File: config.mk
export PLATFORM = sky130hd
export DESIGN_NAME = fib_seq_engine
export DESIGN_NICKNAME = d
export VERILOG_FILES = /design/src/rtl/fib_pkg.sv /design/src/rtl/fib_step.sv /design/src/rtl/fib_seq_engine.sv
export SDC_FILE = /design/constraint.sdc
export NUM_CORES = 1
export LEC_CHECK = 0
export ABC_AREA = 1
export CAP_MARGIN = 5
export CORE_MARGIN = 4
export CORE_UTILIZATION = 59
export CTS_BUF_LIST = sky130_fd_sc_hd__clkbuf_4
export CTS_CLUSTER_SIZE = 16
export DETAILED_ROUTE_END_ITERATION = 8
export PLACE_DENSITY = 0.95
export RECOVER_POWER = 100
export SKIP_CTS_REPAIR_TIMING = 1
export SLEW_MARGIN = 20
export SYNTH_ARGS = -nofsm -noshare
export SYNTH_HDL_FRONTEND = slang
export SYNTH_SLANG_ARGS = --single-unit
File: constraint.sdc
create_clock -name clk -period 2.88 [get_ports clk]
set_input_delay 0.72 -clock clk [delete_from_list [all_inputs] [get_ports clk]]
set_output_delay 0.72 -clock clk [all_outputs]
set_load 0.02 [all_outputs]
File: src/rtl/fib_pkg.sv
// Shared types and default sizes for the second-order recurrence engine.
package fib_pkg;

    localparam int FIB_WIDTH = 32;
    localparam int FIB_NW    = 8;

    typedef enum logic [1:0] {
        ST_IDLE   = 2'd0,
        ST_RUN    = 2'd1,
        ST_STREAM = 2'd2,
        ST_DONE   = 2'd3
    } fib_state_e;

endpackage

File: src/rtl/fib_step.sv
// One recurrence step: WIDTH-bit sum of the two held terms plus carry-out.
module fib_step
    import fib_pkg::*;
#(
    parameter int WIDTH = FIB_WIDTH
) (
    input  logic [WIDTH-1:0] a_i,
    input  logic [WIDTH-1:0] b_i,
    input  logic             a_ovf_i,
    input  logic             b_ovf_i,
    output logic [WIDTH-1:0] sum_o,
    output logic             carry_o,
    output logic             ovf_o
);

    assign {carry_o, sum_o} = {1'b0, a_i} + {1'b0, b_i};

    // Wrap inherited from either operand; the caller adds this step's own carry.
    assign ovf_o = a_ovf_i | b_ovf_i;

endmodule

File: src/rtl/fib_seq_engine.sv
// Programmable-seed recurrence engine with start/busy/done control and a
// valid/ready streaming mode that emits t0..tn.
module fib_seq_engine
    import fib_pkg::*;
#(
    parameter int WIDTH = FIB_WIDTH,
    parameter int NW    = FIB_NW
) (
    input  logic             clk,
    input  logic             rst,
    input  logic             start,
    input  logic [NW-1:0]    n,
    input  logic [WIDTH-1:0] seed0,
    input  logic [WIDTH-1:0] seed1,
    input  logic             stream_mode,
    input  logic             out_ready,
    output logic             busy,
    output logic             done,
    output logic [WIDTH-1:0] out_data,
    output logic [NW-1:0]    out_index,
    output logic             out_valid,
    output logic             overflow
);

    // Handshake: a beat transfers on a rising clk edge where out_valid and
    // out_ready are both high; while out_ready is low every output holds.

    fib_state_e       state_q;
    logic [WIDTH-1:0] a_q;
    logic [WIDTH-1:0] b_q;
    logic [NW-1:0]    k_q;
    logic [NW-1:0]    n_q;
    logic             a_ovf_q;
    logic             b_ovf_q;
    logic             busy_q;
    logic             done_q;
    logic             valid_q;

    logic [WIDTH-1:0] sum_d;
    logic             carry_d;
    logic             inh_ovf_d;
    logic             a_ovf_d;
    logic             last_d;
    logic             step_d;

    fib_step #(.WIDTH(WIDTH)) u_step (
        .a_i     (a_q),
        .b_i     (b_q),
        .a_ovf_i (a_ovf_q),
        .b_ovf_i (b_ovf_q),
        .sum_o   (sum_d),
        .carry_o (carry_d),
        .ovf_o   (inh_ovf_d)
    );

    assign a_ovf_d = inh_ovf_d | carry_d;
    assign last_d  = (k_q == n_q);
    assign step_d  = (state_q == ST_RUN) || ((state_q == ST_STREAM) && out_ready);

    always_ff @(posedge clk or negedge rst) begin
        if (!rst) begin
            state_q <= ST_IDLE;
            a_q     <= '0;
            b_q     <= '0;
            k_q     <= '0;
            n_q     <= '0;
            a_ovf_q <= 1'b0;
            b_ovf_q <= 1'b0;
            busy_q  <= 1'b0;
            done_q  <= 1'b0;
            valid_q <= 1'b0;
        end else begin
            done_q <= 1'b0;
            case (state_q)
                ST_IDLE: begin
                    if (start) begin
                        b_q     <= seed0;
                        a_q     <= seed1;
                        k_q     <= '0;
                        n_q     <= n;
                        a_ovf_q <= 1'b0;
                        b_ovf_q <= 1'b0;
                        busy_q  <= 1'b1;
                        valid_q <= stream_mode;
                        state_q <= stream_mode ? ST_STREAM : ST_RUN;
                    end
                end
                ST_RUN, ST_STREAM: begin
                    if (step_d) begin
                        // k is compared before incrementing, so n = 2^NW-1 never wraps k.
                        if (last_d) begin
                            busy_q  <= 1'b0;
                            valid_q <= 1'b0;
                            done_q  <= 1'b1;
                            state_q <= ST_DONE;
                        end else begin
                            b_q     <= a_q;
                            b_ovf_q <= a_ovf_q;
                            a_q     <= sum_d;
                            a_ovf_q <= a_ovf_d;
                            k_q     <= k_q + 1'b1;
                        end
                    end
                end
                ST_DONE: begin
                    state_q <= ST_IDLE;
                end
                default: begin
                    state_q <= ST_IDLE;
                end
            endcase
        end
    end

    assign busy      = busy_q;
    assign done      = done_q;
    assign out_valid = valid_q;
    assign out_data  = b_q;
    assign out_index = k_q;
    assign overflow  = b_ovf_q;

endmodule
==> impl_metrics.py, run 1 <==
metrics = {
    "route": {
        "wl_per_cell_microns": 13.71,
        "routed_via_density": 5.212,
        "vias": 6661,
        "routed_wl_mm": 17.53,
        "maxUsedRoutingLayer": "met4",
        "detail-route-antenna-nets": 0,
        "met2_length_mm": 8.053,
        "drt_iter0_drc": 467,
        "drt_pass1_iterations": 7,
        "wl_met3_mm": 1.113,
        "drt-met1-wl_mm": 7.880,
        "drc": 0,
    },
    "final_layout": {
        "n_antenna_cell": 0,
        "ff_latch_area_sq_um": 2177,
        "final_nets": 1247,
        "drive_gt1_share_pct": 3.691,
        "multi_input_area_sq_um": 3654,
        "stdcell_area_sq_um": 7979,
        "fillers": 867,
        "area_delta_synth_final_pct": 21.35,
    },
    "status": {
        "violations": "max-capacitance violations, max-slew violations",
        "status": "complete, but fails checks",
    },
    "global_route": {
        "grt_use_total_pct": 28.27,
        "grt.overflow.total": 0,
        "grt_pass1_wl_mm": 29.62,
        "grt_max_degree": 66,
        "grt_antenna_before_repair": 0,
        "grt_pass1_vias": 6254,
    },
    "synth": {
        "synth_cell_types": 34,
        "yosysMostFrequentCell": "nand2_1",
        "synth_common_cells": "nand2_1, inv_1, nor2_1",
        "avgSynthCellArea_sq_um": 6.434,
        "synth-seq-area-share_pct": 33.11,
        "yosys.area.top_type": "dfrtp_1",
        "synth_nets": 1136,
        "synth_top_area_share_pct": 33.11,
        "synth-edff-count": 0,
        "synth_flop_cell": "dfrtp_1",
        "synth_seq_cells": 87,
        "yosys_warnings": 0,
        "synth_area_sq_um": 6575,
        "ys_async_sr_fraction_pct": 100.0,
        "synth_area_leaders": "dfrtp_1, nand2_1, inv_1, ha_1, nor2_1",
        "syn_inst": 1022,
    },
    "critical_path": {
        "reg2reg_slack_ns": 0.47,
        "critical_path_class": "reg2out",
        "critPathBufInv": 1,
        "crit_family": "buffers and inverters",
        "cp_cell_sequence": "dlygate4sd3_1",
        "endpoint_kind": "output pin",
        "worst_ep_arrival_time_ns": 1.73,
        "slowest_stage": "dlygate4sd3_1",
        "slowest_delay_ns": 0.75,
        "startpoint_type": "register",
        "crit_fanout": 7,
        "required_ns": 2.16,
    },
    "clocking": {
        "numCtsBuffers": 9,
        "cts-root-buf": "clkbuf_4",
        "clkTransAtPathRegs_ns": 0.14,
        "clock_sinks": 87,
        "htreeDepth": 3,
        "clock_latency_ns": 0.47,
        "cts_tree": "yes",
        "max-clock-path-buffers": 2,
    },
    "die": {
        "die_area_sq_um": 12900,
        "rows": 38,
        "num_io_pins": 121,
        "core_area_sq_um": 10890,
        "die_h_microns": 113.6,
        "start_util_pct": 60.39,
        "fp.dieW_microns": 113.6,
    },
    "min_path": {
        "hp-class": "reg2reg",
    },
    "timing": {
        "tns_ns": 0,
        "report.final.slew_viol_count": 34,
        "hold_viol_final": 0,
        "post-route-min-period_ns": 2.454,
        "relSlewSlack_pct": -29.18,
        "fin_crit_sh_pct": 85.22,
        "fmax_mhz": 407.5,
        "finalSetupViolCount": 0,
        "tightest_slew_ns": 1.938,
        "hold_slack_ns": 0.5285,
        "skew_ns": 0.01374,
        "fin_ws_ns": 0.4258,
        "rsz0062_at_grt": "no",
    },
    "placed_design": {
        "pre_cts_ws_ns": 0.3656,
        "io_buffer_count": 120,
        "dp.final_hpwl_mm": 13.73,
        "placed_area_sq_um": 7881,
        "gp_congestion": 0.9448,
    },
    "flow_run": {
        "maxCapViolations": 1,
    },
}
-- final cells by class --
cell class | count | area share (%)
Clock buffer | 9 | 0.8468
Sequential cell | 87 | 27.29
Timing Repair Buffer | 129 | 16.07
Inverter | 149 | 7.010
Tap cell | 140 | 2.195
Multi-Input combinational cell | 757 | 45.79
Clock inverter | 7 | 0.7997
-- layout by cell type, fill, tap and decap left out, types with 3 or more instances in the layout --
cell               n
nand4_1            7
xnor2_1           14
nor2_1           111
or2_2              9
dfrtp_1           87
nor3_1             6
clkdlybuf4s50_1   74
a31oi_1           27
nand3_1           58
and2_1             3
clkbuf_4          10
o21ai_0           15
buf_4              4
inv_1            148
nand2_1          412
mux2_2             7
a21oi_1           24
dlygate4sd3_1     45
a22oi_1            9
ha_1              35
clkinv_1           4
o211ai_1           5
xor2_1             5
-- state kept, by name, indices dropped and copies added (netlist names) --
signal     flops
a_q           32
out_data      32
n_q            8
out_index      8
state_q        2
a_ovf_q        1
busy           1
done           1
out_valid      1
overflow       1
-- final timing paths --
kind | from | to | cells after the start
max reg2reg | state_q[1]$_DFFE_PN0P_ | a_q[29]$_DFFE_PN0P_ | 11
min | a_q[26]$_DFFE_PN0P_ | a_q[26]$_DFFE_PN0P_ | 2
min reg2reg | a_q[26]$_DFFE_PN0P_ | a_q[26]$_DFFE_PN0P_ | 2
max in group asynchronous | rst | out_data[0]$_DFFE_PN0P_ | 2
max | out_index[3]$_DFFE_PN0P_ | out_index[3] | 1
min in group asynchronous | rst | out_data[6]$_DFFE_PN0P_ | 1
-- logic make-up after synthesis --
group | Yosys count | synth area share, %
AO/OA/AOI/OAI | 84 | 7.593
XOR/XNOR | 19 | 2.531
adder cells (fa/ha/maj) | 37 | 7.155
buffers and inverters | 178 | 11.17
flip-flops | 87 | 33.11
multiplexers | 8 | 1.370
AND/OR/NAND/NOR | 609 | 37.07
-- metal layers --
| metal | vias to the layer above | global-route usage (%) |
|---|---|---|
| li1 | 3389 | - |
| met1 | 2999 | 38.28 |
| met2 | 227 | 44.88 |
| met3 | 46 | 5.093 |
| met4 | 0 | 11.62 |
| met5 | - | 0 |
-- stage by stage --
stage	util, %	instances
2_1_floorplan	-	1022
3_3_place_gp	72.39	1262
3_5_place_dp	72.39	1262
4_1_cts	73.59	1278
5_1_grt	73.28	1278
6_report	73.28	1278
Power of run 1 is left out: the tool's default activity adds up to more than one toggle a clock period on the data nets, which glitch-free logic cannot reach.
==> run 2: changes to the inputs <==
Settings changed: GPL_ROUTABILITY_DRIVEN from default to 0.
==> impl_metrics.py, run 2 (synthesis results as in run 1) <==
metrics = {
    "placed_design": {
        "dp.final_hpwl_mm": 13.26,
        "dp.cells": 1262,
        "pre_cts_ws_ns": 0.4264,
        "io_buffer_count": 120,
    },
    "die": {
        "fp.dieW_microns": 113.6,
        "start_util_pct": 60.39,
        "die_area_sq_um": 12900,
        "rows": 38,
        "die_h_microns": 113.6,
        "core_area_sq_um": 10890,
        "num_io_pins": 121,
    },
    "critical_path": {
        "startpoint_type": "register",
        "endpoint_kind": "output pin",
        "crit_fanout": 8,
        "slowest_delay_ns": 0.72,
        "required_ns": 2.16,
        "worst_ep_arrival_time_ns": 1.71,
        "crit_family": "buffers and inverters",
        "reg2regPathDepth": 12,
        "reg2reg_slack_ns": 0.54,
        "r2r-start": "out_data[0]$_DFFE_PN0P_",
        "critPathBufInv": 1,
        "critical_path_class": "reg2out",
        "regToRegEndpoint": "a_q[28]$_DFFE_PN0P_",
        "slowest_stage": "dlygate4sd3_1",
        "cp_cell_sequence": "dlygate4sd3_1",
    },
    "route": {
        "wl_per_cell_microns": 13.59,
        "routed_wl_mm": 17.35,
        "detail-route-antenna-nets": 0,
        "wl_met3_mm": 1.292,
        "drt_iter0_drc": 531,
        "routed_via_density": 5.309,
        "met2_length_mm": 8.272,
        "drc": 0,
        "drt-met1-wl_mm": 7.379,
        "drt_pass1_iterations": 5,
        "maxUsedRoutingLayer": "met4",
        "vias": 6779,
    },
    "global_route": {
        "grt_antenna_before_repair": 0,
        "grt_pass1_vias": 6472,
        "grt.overflow.total": 0,
        "grt_max_degree": 79,
        "grt_use_total_pct": 27.46,
        "grt_pass1_wl_mm": 29.28,
    },
    "clocking": {
        "numCtsBuffers": 9,
        "max-clock-path-buffers": 2,
        "clock_latency_ns": 0.47,
        "cts-root-buf": "clkbuf_4",
        "clock_sinks": 87,
        "clkTransAtPathRegs_ns": 0.14,
        "cts_tree": "yes",
        "htreeDepth": 3,
    },
    "timing": {
        "post-route-min-period_ns": 2.430,
        "fin_ws_ns": 0.4505,
        "tightest_slew_ns": 2.050,
        "report.final.slew_viol_count": 37,
        "fin_crit_sh_pct": 84.36,
        "fmax_mhz": 411.6,
        "tns_ns": 0,
        "relSlewSlack_pct": -36.67,
        "hold_viol_final": 0,
        "rsz0062_at_grt": "no",
        "skew_ns": 0.01596,
        "finalSetupViolCount": 0,
    },
    "flow_run": {
        "maxCapViolations": 1,
    },
    "min_path": {
        "min-delay-start": "a_q[15]$_DFFE_PN0P_",
        "hp-class": "reg2reg",
        "hold_end": "a_q[15]$_DFFE_PN0P_",
        "whs_path_depth": 2,
    },
    "final_layout": {
        "multi_input_area_sq_um": 3649,
        "area_delta_synth_final_pct": 21.86,
        "fillers": 854,
        "mostFrequentLayoutCells": "nand2_1, inv_1, nor2_1",
        "finalNonFillerCells": 1277,
        "final_common_cell": "nand2_1",
        "drive_gt1_share_pct": 3.870,
        "n_antenna_cell": 0,
        "ff_latch_area_sq_um": 2177,
        "final_nets": 1247,
    },
    "status": {
        "violations": "max-capacitance violations, max-slew violations",
        "status": "complete, but fails checks",
    },
}
==> run 2: worst register-to-register path, cell delays in order (launching register included) <==
cell     delay, ns
dfrtp_1       0.44
ha_1          0.26
fa_1          0.45
nand3_1       0.11
nand3_1       0.15
nand3_1       0.14
nand3_1       0.16
nand2_1       0.14
nand2_1       0.08
nand2_1       0.07
nand3_1       0.09
nand2_1       0.11
nand2_1       0.05
==> run 2: area by class of cell <==
| class | instances | share of cell area (%) |
|---|---|---|
| Multi-Input combinational cell | 757 | 45.53 |
| Sequential cell | 87 | 27.17 |
| Clock inverter | 5 | 1.031 |
| Tap cell | 140 | 2.186 |
| Clock buffer | 10 | 0.9369 |
| Inverter | 149 | 6.980 |
| Timing Repair Buffer | 129 | 16.16 |
==> run 2: metal layers <==
metal	vias up	track usage (%)
li1	3395	-
met1	3072	35.29
met2	267	46.13
met3	45	5.782
met4	0	9.295
met5	-	0
==> run 2: worst max-delay path by stage <==
stage / from / endpoint / slack [ns] / cells past startpoint
CTS: out_index[0]$_DFFE_PN0P_ / out_index[0] / 0.50 / 1
finish: out_index[2]$_DFFE_PN0P_ / out_index[2] / 0.45 / 1
global placement: out_ready / a_q[20]$_DFFE_PN0P_ / 0.53 / 12
floorplan: out_data[0]$_DFFE_PN0P_ / a_q[28]$_DFFE_PN0P_ / 0.91 / 12
detailed placement: out_ready / a_q[27]$_DFFE_PN0P_ / 0.43 / 12
global route: state_q[0]$_DFFE_PN0P_ / a_q[17]$_DFFE_PN0P_ / 0.32 / 12
==> run 2: per-stage QoR <==
stage	hold WS, ns	utilization, %	area (sq um)
detailed placement	0.4965	72.39	7881
CTS	0.2031	73.83	8039
finish	0.5344	73.59	8013
global route	0.5615	73.59	8013
global placement	0.4921	72.39	7881
floorplan	0.4244	-	6575
Power of run 2 is left out for the same reason.
